File: src/rtl/wb_memops.sv
// wb_memops: single-outstanding Wishbone pipelined master for CPU loads/stores.
//
// Accepts one byte/halfword/word load or store at a time, maps it onto
// big-endian byte lanes, runs one Wishbone cycle and reports completion
// (o_done), load data (o_valid/o_result/o_wreg) or an error (o_err).
//
// Ports:
//   i_clk, i_reset                 clock, synchronous active-high reset
//   i_stb, i_lock, i_op, i_addr,   CPU request: strobe, bus lock, op code
//   i_data, i_oreg                 ([2:1] size, [0] store), byte address,
//                                  store data, load destination tag
//   o_busy, o_rdbusy,              request / load outstanding, not accepting
//   o_pipe_stalled
//   o_valid, o_done, o_err,        completion status, load tag and data
//   o_wreg, o_result
//   o_wb_cyc/stb/we/addr/data/sel  Wishbone master outputs
//   i_wb_stall/ack/err/data        Wishbone slave responses
//
// Configuration: define WB_MEMOPS_LOCK_EN to let i_lock hold o_wb_cyc high
// across operations; otherwise i_lock is ignored.
module wb_memops #(
  parameter int ADDRESS_WIDTH = 30
) (
  input  logic                     i_clk,
  input  logic                     i_reset,
  input  logic                     i_stb,
  input  logic                     i_lock,
  input  logic [2:0]               i_op,
  input  logic [31:0]              i_addr,
  input  logic [31:0]              i_data,
  input  logic [4:0]               i_oreg,
  output logic                     o_busy,
  output logic                     o_rdbusy,
  output logic                     o_pipe_stalled,
  output logic                     o_valid,
  output logic                     o_done,
  output logic                     o_err,
  output logic [4:0]               o_wreg,
  output logic [31:0]              o_result,
  output logic                     o_wb_cyc,
  output logic                     o_wb_stb,
  output logic                     o_wb_we,
  output logic [ADDRESS_WIDTH-1:0] o_wb_addr,
  output logic [31:0]              o_wb_data,
  output logic [3:0]               o_wb_sel,
  input  logic                     i_wb_stall,
  input  logic                     i_wb_ack,
  input  logic                     i_wb_err,
  input  logic [31:0]              i_wb_data
);

  typedef enum logic [1:0] {StIdle, StReq, StWait} state_e;

  state_e                   r_state, w_state_n;
  logic                     r_cyc, w_cyc_n, r_stb, w_stb_n, r_we, w_we_n;
  logic [ADDRESS_WIDTH-1:0] r_addr, w_addr_n;
  logic [31:0]              r_wdata, w_wdata_n, r_result, w_result_n;
  logic [3:0]               r_sel, w_sel_n;
  logic [4:0]               r_wreg, w_wreg_n;
  logic                     r_rd, w_rd_n;
  logic [1:0]               r_size, w_size_n, r_lo, w_lo_n;
  logic                     r_valid, w_valid_n, r_done, w_done_n, r_err, w_err_n;

  logic                     w_misaligned;
  logic [3:0]               w_sel_in;
  logic [31:0]              w_wdata_in, w_load_data;
  logic                     w_keep_cyc;

`ifdef WB_MEMOPS_LOCK_EN
  assign w_keep_cyc = i_lock;
`else
  logic w_unused_lock;
  assign w_unused_lock = i_lock;
  assign w_keep_cyc    = 1'b0;
`endif

  // Lane mapping for the incoming request (byte 0 lives in bits 31:24).
  always_comb begin
    w_misaligned = 1'b0;
    w_sel_in     = 4'b1111;
    w_wdata_in   = i_data;
    case (i_op[2:1])
      2'b11: begin
        w_sel_in   = 4'b1000 >> i_addr[1:0];
        w_wdata_in = {4{i_data[7:0]}};
      end
      2'b10: begin
        w_misaligned = i_addr[0];
        w_sel_in     = i_addr[1] ? 4'b0011 : 4'b1100;
        w_wdata_in   = {2{i_data[15:0]}};
      end
      default: w_misaligned = |i_addr[1:0];
    endcase
  end

  // Extract load data from the lane(s) latched at request time.
  always_comb begin
    w_load_data = i_wb_data;
    case (r_size)
      2'b11: begin
        case (r_lo)
          2'd0:    w_load_data = {24'h0, i_wb_data[31:24]};
          2'd1:    w_load_data = {24'h0, i_wb_data[23:16]};
          2'd2:    w_load_data = {24'h0, i_wb_data[15:8]};
          default: w_load_data = {24'h0, i_wb_data[7:0]};
        endcase
      end
      2'b10:   w_load_data = r_lo[1] ? {16'h0, i_wb_data[15:0]} : {16'h0, i_wb_data[31:16]};
      default: w_load_data = i_wb_data;
    endcase
  end

  always_comb begin
    w_state_n  = r_state;
    w_cyc_n    = r_cyc;
    w_stb_n    = r_stb;
    w_we_n     = r_we;
    w_addr_n   = r_addr;
    w_wdata_n  = r_wdata;
    w_sel_n    = r_sel;
    w_wreg_n   = r_wreg;
    w_rd_n     = r_rd;
    w_size_n   = r_size;
    w_lo_n     = r_lo;
    w_result_n = r_result;
    w_valid_n  = 1'b0;
    w_done_n   = 1'b0;
    w_err_n    = 1'b0;
    unique case (r_state)
      StIdle: begin
        // A held (locked) cycle persists only while the lock is requested.
        w_cyc_n = r_cyc & w_keep_cyc;
        w_stb_n = 1'b0;
        if (i_stb) begin
          if (w_misaligned) begin
            w_err_n = 1'b1;
            w_cyc_n = 1'b0;
          end else begin
            w_state_n = StReq;
            w_cyc_n   = 1'b1;
            w_stb_n   = 1'b1;
            w_we_n    = i_op[0];
            w_addr_n  = i_addr[ADDRESS_WIDTH+1:2];
            w_wdata_n = w_wdata_in;
            w_sel_n   = w_sel_in;
            w_wreg_n  = i_oreg;
            w_rd_n    = ~i_op[0];
            w_size_n  = i_op[2:1];
            w_lo_n    = i_addr[1:0];
          end
        end
      end
      StReq, StWait: begin
        if (i_wb_err) begin
          w_state_n = StIdle;
          w_cyc_n   = 1'b0;
          w_stb_n   = 1'b0;
          w_err_n   = 1'b1;
        end else if (i_wb_ack && (r_state == StWait || !i_wb_stall)) begin
          w_state_n = StIdle;
          w_cyc_n   = w_keep_cyc;
          w_stb_n   = 1'b0;
          w_done_n  = 1'b1;
          w_valid_n = r_rd;
          if (r_rd) w_result_n = w_load_data;
        end else if (r_state == StReq && !i_wb_stall) begin
          w_state_n = StWait;
          w_stb_n   = 1'b0;
        end
      end
      default: begin
        w_state_n = StIdle;
        w_cyc_n   = 1'b0;
        w_stb_n   = 1'b0;
      end
    endcase
  end

  always_ff @(posedge i_clk) begin
    if (i_reset) begin
      r_state  <= StIdle;
      r_cyc    <= 1'b0;
      r_stb    <= 1'b0;
      r_we     <= 1'b0;
      r_addr   <= '0;
      r_wdata  <= '0;
      r_sel    <= '0;
      r_wreg   <= '0;
      r_rd     <= 1'b0;
      r_size   <= '0;
      r_lo     <= '0;
      r_result <= '0;
      r_valid  <= 1'b0;
      r_done   <= 1'b0;
      r_err    <= 1'b0;
    end else begin
      r_state  <= w_state_n;
      r_cyc    <= w_cyc_n;
      r_stb    <= w_stb_n;
      r_we     <= w_we_n;
      r_addr   <= w_addr_n;
      r_wdata  <= w_wdata_n;
      r_sel    <= w_sel_n;
      r_wreg   <= w_wreg_n;
      r_rd     <= w_rd_n;
      r_size   <= w_size_n;
      r_lo     <= w_lo_n;
      r_result <= w_result_n;
      r_valid  <= w_valid_n;
      r_done   <= w_done_n;
      r_err    <= w_err_n;
    end
  end

  assign o_busy         = (r_state != StIdle);
  assign o_rdbusy       = o_busy & r_rd;
  assign o_pipe_stalled = o_busy;
  assign o_valid        = r_valid;
  assign o_done         = r_done;
  assign o_err          = r_err;
  assign o_wreg         = r_wreg;
  assign o_result       = r_result;
  assign o_wb_cyc       = r_cyc;
  assign o_wb_stb       = r_stb;
  assign o_wb_we        = r_we;
  assign o_wb_addr      = r_addr;
  assign o_wb_data      = r_wdata;
  assign o_wb_sel       = r_sel;

endmodule

File: config.mk
export PLATFORM = sky130hd
export DESIGN_NAME = wb_memops
export DESIGN_NICKNAME = d
export VERILOG_FILES = /design/src/rtl/wb_memops.sv
export SDC_FILE = /design/constraint.sdc
export NUM_CORES = 1
export LEC_CHECK = 0
export CAP_MARGIN = 15
export CORE_MARGIN = 4
export CORE_UTILIZATION = 45
export CTS_CLUSTER_DIAMETER = 100
export CTS_CLUSTER_SIZE = 16
export DETAILED_ROUTE_END_ITERATION = 8
export GPL_ROUTABILITY_DRIVEN = 0
export GPL_TIMING_DRIVEN = 0
export PLACE_DENSITY_LB_ADDON = 0.3
export SYNTH_ARGS = -nofsm -noshare
export SYNTH_HDL_FRONTEND = slang
export SYNTH_SLANG_ARGS = --single-unit
File: constraint.sdc
create_clock -name i_clk -period 4.3 [get_ports i_clk]
set_clock_uncertainty 0.1 [all_clocks]
set_input_delay 1.075 -clock i_clk [delete_from_list [all_inputs] [get_ports i_clk]]
set_output_delay 1.075 -clock i_clk [all_outputs]
set_load 0.05 [all_outputs]
# ---- Word-level counts from Yosys, hierarchy flattened
# Cells that the tools add are included.
dict set report classes {
  n_addsub 0
  mul 0
  div_mod_pow 0
  magnitude_cmp 0
  n_eq_ne 12
  n_shift 1
  mux 27
  bitwise 6
  reduce_logical 14
}
# operator count
set op_table {}
lappend op_table {{$pmux W32 S2} 2}
lappend op_table {{$pmux W8 S3} 1}
lappend op_table {{$mux W16} 1}
lappend op_table {{$eq A2 B2 Y1 const B} 6}
lappend op_table {{$mux W1} 11}
lappend op_table {{$mux W2} 5}
lappend op_table {{$pmux W1 S2} 4}
lappend op_table {{$pmux W4 S2} 1}
lappend op_table {{$reduce_and A3 Y1} 2}
lappend op_table {{$not A1 Y1} 5}
lappend op_table {{$eq A2 B1 Y1 const B} 2}
lappend op_table {{$logic_not A2 Y1} 2}
lappend op_table {{$mux W4} 1}
lappend op_table {{$ne A2 B2 Y1 const B} 2}
lappend op_table {{$ne A4 B4 Y1 const B} 1}
lappend op_table {{$pmux W2 S2} 1}
lappend op_table {{$reduce_and A4 Y1} 1}
lappend op_table {{$reduce_or A2 Y1} 2}
lappend op_table {{$reduce_or A4 Y1} 1}
lappend op_table {{$shr A4 B2 Y4 const A} 1}
lappend op_table {{$ne A3 B3 Y1 const B} 1}
lappend op_table {{$reduce_or A3 Y1} 1}
lappend op_table {{$logic_and A1 B1 Y1} 2}
lappend op_table {{$reduce_bool A2 Y1} 1}
lappend op_table {{3 further kinds} 3}
dict set report word_totals {
  ff_bits 116
  latch_bits 0
  mem_bits_rw 0
  romBits 0
  in_bits 111
  output_inout_bits 112
  wordCells 75
  mem_count 0
}

# ---- Depth between registers and ports, before layout
dict set report logic_depth {
  ltp_word 6
  mapped_depth 9
  depth_no_buf 6
}

# ---- Worst setup path before layout
# OpenSTA, ideal clock, no wires.
dict set report synth_timing {
  path_type {reg2out}
  from {register r_state[0]}
  to {output port o_rdbusy}
  t_arrival_ps 1360
  t_required_ps 3125
  setup_slack_ps 1765
  stages_incl_launch_ff 4
  n_path_buf 0
  path_cell_list {dfxtp_1 inv_1 ha_1 nor2b_1}
}
dict set report synth_via {
  elab_chain_len 2
}
# element line
set synth_rtl {}
lappend synth_rtl {{from (decl)} 54} ;# state_e r_state, w_state_n;
lappend synth_rtl {{from (signal assigned)} 181} ;# r_state <= StIdle;
lappend synth_rtl {{from (signal assigned)} 197} ;# r_state <= w_state_n;
lappend synth_rtl {{$reduce_bool A2 Y1} 215} ;# assign o_busy = (r_state != StIdle);
lappend synth_rtl {{$and A1 B1 Y1} 216} ;# assign o_rdbusy = o_busy & r_rd;
lappend synth_rtl {{to (decl)} 33} ;# output logic o_rdbusy,
# No other way between the ends.

# ---- Worst setup path in the final report
dict set report layout_timing {
  from {register r_state[0]}
  to {output port o_pipe_stalled}
}
dict set report layout_via {
  elab_chain_len 1
}
# element line
set layout_rtl {}
lappend layout_rtl {{$reduce_bool A2 Y1} 215}
lappend layout_rtl {{to (decl)} 34} ;# output logic o_pipe_stalled,
# No other way between the ends.

==> reports/qor.txt <==
Die H -> 114 um
Tot GR Track Use -> 0.274
Area share of the largest cell type after synthesis -> 0.464
First drt pass iteration count -> 5
Leading area contributor after synthesis -> dfxtp_1
Design area -> 8030 um2
Starting Density -> 0.460
Dpl hpwl -> 13.8 mm
Hold WS -> 0.353 ns
Fillers -> 837
RSZ-0062 raised after global routing -> false
Resize count post-CTS -> 0
Slew @ Worst Pin -> 0.579 ns
First-pass GRT wire length -> 28.0 mm
HP Class -> register to register
Synthesized cell area -> 5010 um2
Maximum clock path buffer count -> 2
Layout cells sized above 1 -> 0.0704
Commonest cells in the netlist -> nand2_1 (149), dfxtp_1 (116), a21oi_1 (92)
Vias -> 5506
Die Span X -> 114 um
Total negative slack -> 0 ns
Peak supply drop -> 0.000308 V
CTS tree -> yes
Period utilization -> 0.792
Max-slew violations -> 0
Max-cap violations -> 0
Leakage -> 2.92 nW
Die footprint -> 12900 um2
Vias in the first global route -> 5727
WP data required -> 3.12 ns
#FFs+latches synth -> 116
Layout net count -> 969
Relative slew slack -> 0.612
Kind of end point of the critical path -> output pin
Top post-synthesis cells by area -> dfxtp_1 (46%), nand2_1 (11%), a21oi_1 (9.2%)
Post-synth EDFFs -> 0
Cell area power density -> 416 nW/um2
Top-count cell post-synth -> nand2_1
Power Total -> 0.00334 W
Diode count -> 0
Num rows -> 38
Core Area -> 10900 um2
CP Data Arrival Time -> 2.23 ns
Worst-path fanout max -> 5
Post-synthesis sequential area ratio -> 0.464
CP Launch Type -> register
Syn-to-layout area delta -> 60.4%
CTS sink count -> 116
Initial antenna violation count -> 0
Status -> completed
H-tree levels -> 4
Synth Net Count -> 730
Post-CTS setup-driven buffer insertion count -> 0
Largest net degree at the start of global routing -> 17
Cell Area, Placed -> 7390 um2
Overflow after GRT -> 0
Post-placement cell count -> 975
Final WL -> 17.9 mm
Fin cells -> 1007
Top_reg_cell synth -> dfxtp_1
Clock root buffer -> clkbuf_8
Final Hold Vio Count -> 0
Synth cell types -> 36
Routed Antenna Nets -> 0
Final setup vio count -> 0
DR DRC count -> 0
Drt initial violations -> 416
Post-Synthesis Cells -> 615
Critical path class -> register to output pin
Fmax achieved -> 294 MHz
YS warnings -> 0
Min Tclk post-route -> 3.41 ns
DR WL/cell -> 17.8 um
Vias per cell -> 5.47
Synthesized area per cell -> 8.14 um2
I/O Buffers -> 220
Clk slew on worst S/H paths -> 0.06 ns
CTS Hold Bufs -> 0
TritonCTS buffer count -> 17
Synth async-reset ratio -> 0
I/O pin cnt -> 223
Clk_lat worst skew -> 0.51 ns
## cells by family after synthesis
kind of cell | count (synthesis) | share of synthesized area
and+or+nand+nor | 278 | 0.255
adders and majority gates | 4 | 0.00999
muxes | 21 | 0.0422
AOI/OAI and AO/OA | 140 | 0.169
DFF | 116 | 0.464
buffers and inverters | 56 | 0.0602
## flip-flops by register name, summed over array words and instances (netlist names), 2 cells and up
signal,count
o_result,32
o_wb_data,32
o_wb_addr,30
o_wreg,5
o_wb_sel,4
r_lo,2
r_size,2
r_state,2
## metal layers
metal  wire length (um)  global-route usage  vias to the layer above
met2               8530               0.462                      308
met5                  0                   0                        -
li1                   -                   -                     2589
met1               6930               0.311                     2552
met4                656               0.120                        0
met3               1790              0.0997                       57
## power by group
group          internal [W]  total (W)  switching [W]
Clock               0.00107    0.00155       0.000482
Combinational      0.000254   0.000633       0.000378
Sequential          0.00113    0.00115      0.0000273
## stage by stage
step | utilization | worst slack [ns]
after CTS | 0.738 | 0.891
final | 0.738 | 0.894
after floorplan | - | 1.76
after global routing | 0.738 | 0.822
after detailed placement | 0.678 | 1.20
after global placement | 0.678 | 1.23
## final cells by class
class,count,area (um2),area share
plain buffers,51,283,0.0352
inverters,5,18.8,0.00234
clock buffers,22,443,0.0551
flip-flops and latches,116,2320,0.289
clock inverters,10,203,0.0252
multi-input cells,443,2380,0.297
repair buffers,220,2200,0.274
well taps,140,175,0.0218
## placed cells by master, fill, tap and decap left out, drive strengths merged
cell type,Yosys,layout
o31ai,1,1
nand3,10,10
a21oi,92,92
and3b,1,1
o211ai,8,8
bufinv,0,6
nand4,2,2
o21ai,2,2
a221oi,7,7
dfxtp,116,116
o22ai,1,1
inv,5,5
mux2i,20,20
a311oi,10,10
o21bai,1,1
clkinv,0,3
a21boi,1,1
ha,4,4
and2,1,1
clkdlybuf4s50,0,220
and4,1,1
nor3,21,21
mux2,1,1
clkbuf,23,45
clkinvlp,0,1
nor3b,2,2
nand2b,10,10
nand3b,26,26
nand2,149,149
buf,28,28
nor2,42,42
a211oi,17,17
nor2b,12,12
or3,1,1
## critical path: stages (launching register included)
cell	delay (ns)
dfxtp_1	0.36
inv_1	0.09
ha_1	0.29
inv_1	0.10
buf_4	0.10
clkdlybuf4s50_1	0.78
## worst paths after layout
kind / endpoint / start / slack, ns / depth (start not counted)
setup / recovery: o_pipe_stalled / r_state[0] / 0.89 / 5
hold / removal: o_result[24] / o_result[24] / 0.35 / 2
setup reg to reg: o_result[13] / r_state[0] / 2.08 / 7
hold reg to reg: o_result[24] / o_result[24] / 0.35 / 2
Note: power is estimated with default switching activity, not from simulation.
==> edit, RTL diff (same settings) <==
Build with the macro `WB_MEMOPS_LOCK_EN` defined.
--- a/src/rtl/wb_memops.sv
+++ b/src/rtl/wb_memops.sv
@@ -20,2 +20,4 @@
 // across operations; otherwise i_lock is ignored.
+`define WB_MEMOPS_LOCK_EN
+
 module wb_memops #(
Formal check against the unedited RTL: not equivalent (a bounded check fails within 4 cycles, from zero or initial values and one cycle with i_reset high).
==> edit against the original RTL <==
  * Global-route usage shrank 0.33 points
  * Synthesized area grew 2.0%
  * Via count shrank 0.15%
  * Sequential cell count is the same
  * Count of clock-buffer cells in the layout grew 1
  * Worst setup slack lost 0.0051 ns
  * Routed wire length grew 0.13%
  * First-iteration DRC count shrank 4.1%
  * Critical endpoint unchanged
  * Synthesized cell count grew 1.3%
  * Combinational power shrank 0.8%
  * Design area grew 1.4%
  * Total power shrank 0.58%
==> edit: results (changes against the original RTL) <==
Logic synthesis
  • Top cells by area, synth: dfxtp_1 45%, nand2_1 11%, a21oi_1 8.5%
  • Top FF cell, synth: dfxtp_1
  • Yosys Warn Count: 0 (unchanged)
  • Top cells by count, synth: 152 x nand2_1, 116 x dfxtp_1, 87 x a21oi_1
  • Post-synth ARST share: 0 (unchanged)
  • Unique masters post-synth: 35 (-2.8%)
  • Sequential fraction of the synthesis area: 0.4547 (-0.008973)
  • Syn Nets: 738 (+1.1%)

Clock tree
  • Clock transition at path regs: 0.05 ns
  • Quantity of gates resized following cts: 0 (unchanged)
  • Setup Fix Bufs, Post-CTS: 0 (unchanged)
  • TritonCTS Buffers: 17 (unchanged)
  • Clock Latency Late Sink: 0.41 ns (-0.10 ns)
  • H-tree levels: 4 (unchanged)
  • Max clock buf depth: 2 (unchanged)
  • CTS root buf: clkbuf_16

Setup path
  • CP max FO: 5 (unchanged)
  • Worst EP arrival: roughly 2.2 ns
  • Max incr delay on CP: roughly 0.8 ns
  • Critical Path Slowest Stage Cell: clkdlybuf4s50_1
  • Largest delay share family, worst path: buffers and inverters

Worst hold path
  • HP Class: reg -> reg

Global route
  • Vias in the first global route: 5534 (-3.4%)
  • Largest net degree at the start of global routing: 17 (unchanged)
  • Initial antenna violation count: 0 (unchanged)
  • First-pass GRT wire length: 27790 um (-0.91%)
  • GRT Total Usage: 0.2707 (-0.003327)

Placement
  • Placement Cell Area: 7495 um2 (+1.5%)
  • HPWL Detailed: 13680 um (-0.92%)
  • PortBufs: 221 (+0.45%)

Routing
  • Iteration-0 DRC Markers: 399 (-4.1%)
  • WL final: 17920 um (+0.13%)
  • Drt first pass iters: 5 (unchanged)
  • Overall via count from detail_route: 5498 (-0.15%)
  • Antenna-violating nets left: 0 (unchanged)

Timing
  • Worst rel slew slack: 0.6237 (+0.01214)

Cells and area
  • Antenna Cells: 0 (unchanged)
  • NumNets Final: 978 (+0.93%)
  • Layout cells sized above 1: 0.07886 (+0.008500)

Pwr
  • Max IR drop VDD: 0.2609 mV (-15%)
  • Leak pwr: 3.016 nW (+3.2%)

Run status
  • Outcome: finished, final reports clean
edit: cell count changes in the layout (fill, tap and decap cells not counted), moves of 7 or more:
cell      unedited run  this run
mux2i_1             20        33
o21ai_0              1        12
o221a_2              0         8
a211oi_1            17        10
a221oi_1             7         0
inv_1                5        12
edit: cells by family after synthesis:
kind of cell,after synthesis,synth area share
AOI/OAI and AO/OA,140,0.1681
and+or+nand+nor,267,0.2359
DFF,116,0.4547
buffers and inverters,63,0.06688
muxes,33,0.06467
adders and majority gates,4,0.009800
edit: tightest hold or removal path: stages, from the launching register on:
cell and delay (ns):
dfxtp_1 0.30, nand2_1 0.05, a21oi_1 0.05
edit: power by group:
part           leakage [nW]  switching, mW  total (mW)  internal (mW)
sequential            0.944         0.0284        1.15           1.13
combinational          1.75          0.373       0.628          0.255
clock                 0.317          0.480        1.54           1.06
edit: metrics by stage:
step	hold slack, ns	std cells	total power [mW]	worst slack [ns]	utilization
2_1_floorplan	0.3312	623	1.525	1.772	-
3_3_place_gp	0.3372	984	1.784	1.351	0.6824
3_5_place_dp	0.3440	984	1.797	1.304	0.6824
4_1_cts	0.3512	1015	3.334	0.8948	0.7419
5_1_grt	0.3695	1015	3.431	0.7913	0.7419
6_report	0.3514	1015	3.320	0.8893	0.7419
edit: area by class of cell:
class / count / area, um2
fill: 832 / 2835
multi-input combinational: 444 / 2444
sequential: 116 / 2322
timing repair buffer: 221 / 2212
clock buffer: 23 / 508.0
buffer: 51 / 296.5
tap: 140 / 175.2
clock inverter: 8 / 145.1
inverter: 12 / 45.04
edit: per-layer routing:
metal  track usage  part of all wire  up-vias
met4        0.1077             0.025        0
met5             0                 0        -
met2        0.4715              0.51      271
met3       0.08985             0.094       40
met1        0.3035              0.37     2571
li1              -                 -     2616
edit: path summary, 6_finish.rpt:
kind / startpoint / to / slack (ns) / depth (start not counted)
max: r_state[0]$_SDFFE_PP0P_ / o_pipe_stalled / 0.89 / 5
min: o_result[22]$_SDFFE_PP0P_ / o_result[22]$_SDFFE_PP0P_ / 0.35 / 2
min reg2reg: o_result[22]$_SDFFE_PP0P_ / o_result[22]$_SDFFE_PP0P_ / 0.35 / 2
max reg2reg: r_state[0]$_SDFFE_PP0P_ / o_result[15]$_SDFFE_PP0P_ / 2.04 / 7
